### src/rtl/tictactoe_pkg.sv
// Shared tic-tac-toe types: cell encoding, game result, checker FSM states, winning-line table.
// Pure declarations, no latency; no flow control involved.
// Used by both the board-matrix block and the winner checker.
package tictactoe_pkg;

    typedef enum logic [1:0] {
        VACIA    = 2'b00,
        JUG0     = 2'b01,
        JUG1     = 2'b10,
        INVALIDA = 2'b11
    } celda_t;

    typedef enum logic [1:0] {
        EN_JUEGO = 2'b00,
        GANA0    = 2'b01,
        GANA1    = 2'b10,
        EMPATE   = 2'b11
    } resultado_t;

    typedef enum logic [1:0] {
        REPOSO,
        BARRIDO,
        FIN
    } estado_ver_t;

    // Line k occupies LINEAS[k]; cells are row-major 0..8. Line 0 sits in the low bits.
    localparam logic [7:0][2:0][3:0] LINEAS = {
        4'd6, 4'd4, 4'd2,
        4'd8, 4'd4, 4'd0,
        4'd8, 4'd5, 4'd2,
        4'd7, 4'd4, 4'd1,
        4'd6, 4'd3, 4'd0,
        4'd8, 4'd7, 4'd6,
        4'd5, 4'd4, 4'd3,
        4'd2, 4'd1, 4'd0
    };

    function automatic logic tablero_lleno(input logic [8:0][1:0] m);
        logic ll;
        ll = 1'b1;
        for (int i = 0; i < 9; i++) begin
            if (m[i] == 2'b00) ll = 1'b0;
        end
        return ll;
    endfunction

endpackage

### src/rtl/linea_igual.sv
// Decides whether three cells form a winning line and for which player.
// Combinational, zero latency; no flow control.
// An invalid cell (11) never produces a win.
module linea_igual
    import tictactoe_pkg::*;
(
    input  celda_t a,
    input  celda_t b,
    input  celda_t c,
    output logic   gana,
    output celda_t jugador
);

    assign jugador = a;
    assign gana    = (a == b) && (b == c) && ((a == JUG0) || (a == JUG1));

endmodule

### src/rtl/verificador_ganador.sv
// Snapshots the board on colocado and scans the 8 lines one per clock to decide the game state.
// Latency: fin after edge k+1 for a win on line k, after edge 8 otherwise; colocado ignored while busy.
// GANADOR_BLOQUEO_EN: lock after a decided game (terminado) until rst.
module verificador_ganador
    import tictactoe_pkg::*;
#(
    parameter int NUM_LINEAS = 8
) (
    input  logic            clk,
    input  logic            rst,
    input  logic            colocado,
    input  logic [8:0][1:0] matriz,
    output logic            ocupado,
    output logic            fin,
    output logic [1:0]      resultado,
    output logic [2:0]      linea
`ifdef GANADOR_BLOQUEO_EN
    ,
    output logic            terminado
`endif
);

    localparam logic [2:0] K_ULTIMA = 3'(NUM_LINEAS - 1);

    estado_ver_t     estado;
    logic [8:0][1:0] snap;
    logic            lleno;
    logic [2:0]      k;
    logic            bloqueado;

    celda_t c0, c1, c2;
    celda_t jugador;
    logic   gana;

    assign c0 = celda_t'(snap[LINEAS[k][0]]);
    assign c1 = celda_t'(snap[LINEAS[k][1]]);
    assign c2 = celda_t'(snap[LINEAS[k][2]]);

    linea_igual u_linea (
        .a       (c0),
        .b       (c1),
        .c       (c2),
        .gana    (gana),
        .jugador (jugador)
    );

`ifdef GANADOR_BLOQUEO_EN
    assign bloqueado = terminado;
`else
    assign bloqueado = 1'b0;
`endif

    always_ff @(posedge clk) begin
        if (rst) begin
            estado    <= REPOSO;
            snap      <= '0;
            lleno     <= 1'b0;
            k         <= '0;
            ocupado   <= 1'b0;
            fin       <= 1'b0;
            resultado <= EN_JUEGO;
            linea     <= '0;
`ifdef GANADOR_BLOQUEO_EN
            terminado <= 1'b0;
`endif
        end else begin
            fin <= 1'b0;
            case (estado)
                REPOSO: begin
                    if (colocado && !bloqueado) begin
                        snap    <= matriz;
                        lleno   <= tablero_lleno(matriz);
                        k       <= '0;
                        ocupado <= 1'b1;
                        estado  <= BARRIDO;
                    end
                end
                BARRIDO: begin
                    if (gana) begin
                        resultado <= jugador;
                        linea     <= k;
                        ocupado   <= 1'b0;
                        fin       <= 1'b1;
                        estado    <= FIN;
`ifdef GANADOR_BLOQUEO_EN
                        terminado <= 1'b1;
`endif
                    end else if (k == K_ULTIMA) begin
                        resultado <= lleno ? EMPATE : EN_JUEGO;
                        linea     <= '0;
                        ocupado   <= 1'b0;
                        fin       <= 1'b1;
                        estado    <= FIN;
`ifdef GANADOR_BLOQUEO_EN
                        // A draw is also a decided game.
                        terminado <= lleno;
`endif
                    end else begin
                        k <= k + 3'd1;
                    end
                end
                FIN: begin
                    estado <= REPOSO;
                end
                default: begin
                    estado <= REPOSO;
                end
            endcase
        end
    end

endmodule

### config.mk
export PLATFORM = sky130hd
export DESIGN_NAME = verificador_ganador
export DESIGN_NICKNAME = d
export VERILOG_FILES = /design/src/rtl/tictactoe_pkg.sv /design/src/rtl/linea_igual.sv /design/src/rtl/verificador_ganador.sv
export SDC_FILE = /design/constraint.sdc
export NUM_CORES = 1
export LEC_CHECK = 0
export CAP_MARGIN = 30
export CORE_ASPECT_RATIO = 1.4
export CORE_UTILIZATION = 54
export CTS_CLUSTER_DIAMETER = 120
export DETAILED_ROUTE_END_ITERATION = 6
export HOLD_SLACK_MARGIN = 0.1
export PLACE_DENSITY_LB_ADDON = 0.3
export SYNTH_ARGS = -nofsm -noshare
export SYNTH_HDL_FRONTEND = slang
export SYNTH_SLANG_ARGS = --single-unit
### constraint.sdc
create_clock -name clk -period 4.75 [get_ports clk]
set_clock_uncertainty 0.2 [all_clocks]
set_input_delay 1.425 -clock clk [delete_from_list [all_inputs] [get_ports clk]]
set_output_delay 1.425 -clock clk [all_outputs]
set_load 0.05 [all_outputs]
==> flow_summary.json, run 1 <==
{
  "status": "completed",
  "grt_pass1_vias": 1530,
  "setup_viol": 0,
  "die_w_um": 53.9,
  "synthXorXnorAreaFrac_pct": 0,
  "synthSimpleGateAreaFrac_pct": 18.8,
  "critPathCaptureType": "flip-flop",
  "synth_top_family_by_area": "multiplexers",
  "clockBufferDepth": 2,
  "dpl.hpwl_mm": 3.23,
  "synthArstFlopShare_pct": 0,
  "min_to": "snap[17]$_SDFFE_PP0P_",
  "min-delay-start": "snap[17]$_SDFFE_PP0P_",
  "swShare_pct": 27.3,
  "post_cts_resized": 0,
  "rows": 26,
  "post_cts_buffers": 0,
  "area_growth_syn_to_layout_pct": 19.3,
  "die_area_mm2": 0.00403,
  "synth_edf_count": 0,
  "ys_ff_latch": 40,
  "antenna_found_initial": 0,
  "synthesis.nets": 237,
  "clkSinkCount": 40,
  "cts_tree": "done",
  "synthFlopType": "dfxtp_1",
  "worst_pin_slew_ps": 716,
  "pwr-share-comb_pct": 15.8,
  "dpl_cell_area_mm2": 0.00234,
  "max-cap-violations": 0,
  "synth-compound-area-share_pct": 13.9,
  "viasPerCell": 5.93,
  "io_pins": 28,
  "fin_area_mm2": 0.00243,
  "ir_worst_vdd_mv": 0.286,
  "intPower_w": 0.000533,
  "routedWlPerCell_um": 15.7,
  "io_buffers": 27,
  "path_class": "flip-flop to flip-flop",
  "seq_power_share_pct": 51.3,
  "seq_area_frac_synth_pct": 39.3,
  "grt_first_pass_wirelength_mm": 7.07,
  "place.gp.congestion": 0.839,
  "nFillCells": 298,
  "grt_max_degree": 35,
  "powerDensity_mw_per_mm2": 301,
  "hp-class": "flip-flop to flip-flop",
  "numCtsBuffers": 5,
  "netlist.area_leader.share_pct": 39.3,
  "max_freq_mhz": 268,
  "num-nets-final": 264,
  "antennaDiodeCount": 0,
  "grt_usage_pct": 25.0,
  "worstHoldPathCells": 2,
  "netlist_instances": 210,
  "fin_setup_tns_ps": 0,
  "yosysTopAreaCell": "dfxtp_1",
  "synthAdderAreaFrac_pct": 3.68,
  "synthTopCellsByArea": "dfxtp_1 39%, mux4_1 10%, nand2_1 7.4%, a21oi_1 5.6%, mux4_2 4.4%",
  "wirelength_mm": 4.38,
  "worst_r2r_path_depth": 10,
  "clkPwrFrac_pct": 32.9,
  "drt_iter0_markers": 58,
  "antenna_left": 0,
  "core_mm2": 0.00364,
  "layout_common_cells": "40 x nand2_1, 40 x dfxtp_1, 27 x clkdlybuf4s50_1",
  "syn-cell-area_mm2": 0.00204,
  "yosys_warnings": 0,
  "cp_max_fo": 9,
  "start_util_pct": 56.0,
  "die_y_um": 74.7,
  "via_count": 1661,
  "overflow": 0,
  "max-slew-margin-rel_pct": 52.2,
  "drc_errors": 0,
  "hold_buffers": 0,
  "clk_pin_slew_worst_paths_ps": 80,
  "worst-endpoint-required_ps": 4760,
  "power.switching_w": 0.000200,
  "maxSlewViolCount": 0,
  "layout-drive-gt1-share_pct": 11.3,
  "total_leakage_power_nw": 0.910,
  "period_needed_ps": 3740,
  "cts_root_buf": "clkbuf_8",
  "clk_latency_ps": 300,
  "htreeDepth": 2,
  "netlist-cell-type-count": 40,
  "worst-r2r-setup-slack_ps": 1010,
  "fin_crit_sh_pct": 78.7,
  "synthMuxAreaShare_pct": 21.2,
  "cp.arrival_ps": 3740,
  "rsz0062_at_grt": "no",
  "syn_area_per_cell_um2": 9.71,
  "worstSetupStartpointType": "flip-flop",
  "drt_pass1_iterations": 4,
  "hold_viol": 0
}
-- power by group through the flow --
stage               Combinational (W)  Sequential [W]  Clock [W]
CTS                          0.000116        0.000376   0.000242
detailed placement           0.000115        0.000384          0
floorplan                   0.0000813        0.000376          0
global route                 0.000127        0.000379   0.000260
finish                       0.000116        0.000376   0.000241
global placement             0.000113        0.000383          0
-- cells in the mapped netlist, drive strengths merged (2+ instances only) --
cell type,instances
and3,3
mux4,12
o22ai,5
clkbuf,7
a211oi,2
buf,2
ha,6
or2,3
dfxtp,40
nor3,3
a221oi,2
mux2,5
mux2i,6
nand2b,5
or3,2
a22oi,3
a31oi,2
a21oi,23
nor2,20
inv,6
nand2,41
-- logic make-up (layout without fill, tap and decap cells) --
kind of cell | after synthesis | count (layout)
simple gates | 83 | 83
compound gates | 43 | 43
flops | 40 | 40
mux | 23 | 23
buf+inv | 15 | 43
fa+ha+maj | 6 | 6
-- area by class of cell --
type                            instances  area (um^2)  share of cell area (%)
Clock inverter                          2         15.0                   0.617
Inverter                                6         22.5                   0.925
Sequential cell                        40          801                    32.9
Multi-Input combinational cell        155         1170                    48.3
Timing Repair Buffer                   29          285                    11.7
Tap cell                               42         52.6                    2.16
Clock buffer                            6         82.6                    3.39
-- worst max path at each step --
stage	to	slack (ps)	depth (start not counted)
5_1_grt	flip-flop	810	10
3_3_place_gp	flip-flop	1170	10
4_1_cts	flip-flop	1030	10
2_1_floorplan	flip-flop	1390	11
6_report	flip-flop	1010	10
3_5_place_dp	flip-flop	1110	10
-- critical path: stages, from the launching register on --
cell	delay, ps
dfxtp_1	580
mux4_1	610
mux2_2	290
nand3_2	100
a2bb2o_4	230
a211oi_4	390
nand2_4	140
a31oi_1	430
or2_2	200
ha_1	260
mux2i_1	220
-- through the flow --
step | worst slack [ps] | hold WS [ps] | total power, W | cells | utilization [%]
2_1_floorplan | 1390 | 240 | 0.000458 | 210 | -
3_3_place_gp | 1170 | 255 | 0.000495 | 272 | 64.1
3_5_place_dp | 1110 | 260 | 0.000499 | 272 | 64.1
4_1_cts | 1030 | 272 | 0.000734 | 280 | 66.8
5_1_grt | 810 | 304 | 0.000766 | 280 | 66.8
6_report | 1010 | 273 | 0.000733 | 280 | 66.8
-- routing by layer --
| metal | part of all wire (%) | vias to the layer above | wire, um | GRT usage, % |
|---|---|---|---|---|
| met5 | 0 | - | 0 | 0 |
| met4 | 2.4 | 0 | 103 | 11.1 |
| met3 | 2.2 | 7 | 97 | 6.67 |
| met2 | 53 | 30 | 2320 | 42.5 |
| met1 | 42 | 808 | 1860 | 28.7 |
| li1 | - | 816 | - | - |
Power figures use the tool's default switching activity.
==> run 2, diff against run 1 <==
==> constraint.sdc (replaced) <==
create_clock -name clk -period 3.9 [get_ports clk]
set_clock_uncertainty 0.2 [all_clocks]
set_input_delay 1.17 -clock clk [delete_from_list [all_inputs] [get_ports clk]]
set_output_delay 1.17 -clock clk [all_outputs]
set_load 0.05 [all_outputs]
==> flow_summary.json, run 2 (synthesis results as in run 1) <==
{
  "cp.arrival_ps": 3720,
  "total_leakage_power_nw": 0.927,
  "hp-class": "flip-flop to flip-flop",
  "finalHoldWorstSlack_ps": 270,
  "groute.layer.met2.usage_pct": 41.6,
  "status": "completed",
  "wirelength_mm": 4.25,
  "maxSlewViolCount": 0,
  "worst_pin_slew_ps": 517,
  "use_met3_pct": 5.05,
  "post_cts_resized": 0,
  "io_buffers": 27,
  "core_mm2": 0.00364,
  "rows": 26,
  "die_area_mm2": 0.00403,
  "fin_setup_tns_ps": 0,
  "clk_latency_ps": 300,
  "cts_tree": "done",
  "layout-drive-gt1-share_pct": 11.3,
  "ir_worst_vdd_mv": 0.357,
  "hold_buffers": 0,
  "worstSetupStartpointType": "flip-flop",
  "area_growth_syn_to_layout_pct": 20.2,
  "max-cap-violations": 0,
  "period_needed_ps": 3700,
  "fin_crit_sh_pct": 94.8,
  "viasPerCell": 5.76,
  "cts_root_buf": "clkbuf_8",
  "crit_slowest_cell": "mux4_1",
  "antennaDiodeCount": 0,
  "rsz0062_at_grt": "no",
  "layout_common_cells": "40 x nand2_1, 40 x dfxtp_1, 27 x clkdlybuf4s50_1",
  "crit_path_cell_trace": "mux4_1 -> mux2i_1 -> a211oi_1 -> a2bb2o_4 -> a211oi_4 -> nand2_4 -> a31oi_1 -> or2_2 -> ha_1 -> o22ai_1",
  "cpPeakStageDelay_ps": 610,
  "grt_usage_pct": 24.2,
  "overflow": 0,
  "max_freq_mhz": 270,
  "hold_viol": 0,
  "antenna_found_initial": 0,
  "start_util_pct": 56.0,
  "antenna_left": 0,
  "post_cts_buffers": 0,
  "grt_first_pass_wirelength_mm": 6.94,
  "clkSinkCount": 40,
  "place.gp.congestion": 0.830,
  "seq_area_um2": 801,
  "nFillCells": 291,
  "multiInputGateArea_mm2": 0.00117,
  "drt_pass1_iterations": 4,
  "io_pins": 28,
  "worst-r2r-setup-slack_ps": 200,
  "max-slew-margin-rel_pct": 65.4,
  "worst-endpoint-required_ps": 3920,
  "drc_errors": 0,
  "num-nets-final": 265,
  "critPathCaptureType": "flip-flop",
  "numCtsBuffers": 5,
  "routedWlPerCell_um": 15.1,
  "htreeDepth": 2,
  "dpl.hpwl_mm": 3.18,
  "grt.met1_usage_pct": 29.7,
  "die_y_um": 74.7,
  "grt_pass1_vias": 1496,
  "setup_viol": 0,
  "via_count": 1618,
  "path_class": "flip-flop to flip-flop",
  "grt_max_degree": 28,
  "cp_max_fo": 9,
  "drt_iter0_markers": 27,
  "die_w_um": 53.9,
  "clk_pin_slew_worst_paths_ps": 80,
  "clockBufferDepth": 2,
  "powerDensity_mw_per_mm2": 381,
  "grt_most_used_layer": "met2"
}
-- run 2: cell count changes in the layout (fill, tap and decap cells not counted), sizes merged --
cell,previous run,this run
clkinv,0,1
clkinvlp,2,0
buf,2,3
bufinv,0,1
-- run 2: stage by stage --
step	setup slack [ps]	cell area, um^2	std cells	utilization (%)	total power, W
after floorplan	542	2040	210	-	0.000557
after global placement	353	2340	273	64.3	0.000604
after detailed placement	278	2340	273	64.3	0.000608
after CTS	250	2450	281	67.3	0.000940
after global routing	5.94	2450	281	67.3	0.000976
final	201	2450	281	67.3	0.000933
-- run 2: report_power, final --
| part | internal (W) | switching (W) |
|---|---|---|
| sequential | 0.000431 | 0.0000261 |
| combinational | 0.0000759 | 0.0000659 |
| clock | 0.000190 | 0.000144 |
-- run 2: area by class of cell --
cell class | count | area share, %
flip-flops and latches | 40 | 32.7
well taps | 42 | 2.14
inverters | 6 | 0.919
multi-input cells | 155 | 47.9
clock inverters | 2 | 1.43
clock buffers | 6 | 2.96
repair buffers | 30 | 11.9
-- run 2: path summary, 6_finish.rpt --
| check | start | end | depth (start not counted) |
|---|---|---|---|
| setup / recovery | flip-flop | flip-flop | 10 |
| hold / removal | snap[16]$_SDFFE_PP0P_ | snap[16]$_SDFFE_PP0P_ | 2 |
| setup reg to reg | flip-flop | flip-flop | 10 |
| hold reg to reg | snap[16]$_SDFFE_PP0P_ | snap[16]$_SDFFE_PP0P_ | 2 |
-- run 2: routing by layer --
metal / share of wire, % / vias up / routed length (um)
met5: 0 / - / 0
met4: 1.7 / 0 / 72
met3: 2.2 / 8 / 92
met2: 53 / 25 / 2240
met1: 43 / 769 / 1840
li1: - / 816 / -
-- run 2: worst max-delay path, delay by kind of cell, from the launching register on --
kind | cells | cell delay, ps
adders and majority gates | 1 | 260
and+or+nand+nor | 2 | 340
DFF | 1 | 560
muxes | 2 | 850
AOI/OAI and AO/OA | 5 | 1420
==> run 3, diff against run 2 <==
--- a/config.mk
+++ b/config.mk
@@ -9,6 +9,7 @@
 export CORE_ASPECT_RATIO = 1.4
 export CORE_UTILIZATION = 54
 export CTS_CLUSTER_DIAMETER = 120
+export CTS_CLUSTER_SIZE = 20
 export DETAILED_ROUTE_END_ITERATION = 6
 export HOLD_SLACK_MARGIN = 0.1
 export PLACE_DENSITY_LB_ADDON = 0.3
==> results of run 3 <==
The final DEF is identical to that of run 2; final timing and power are the same.
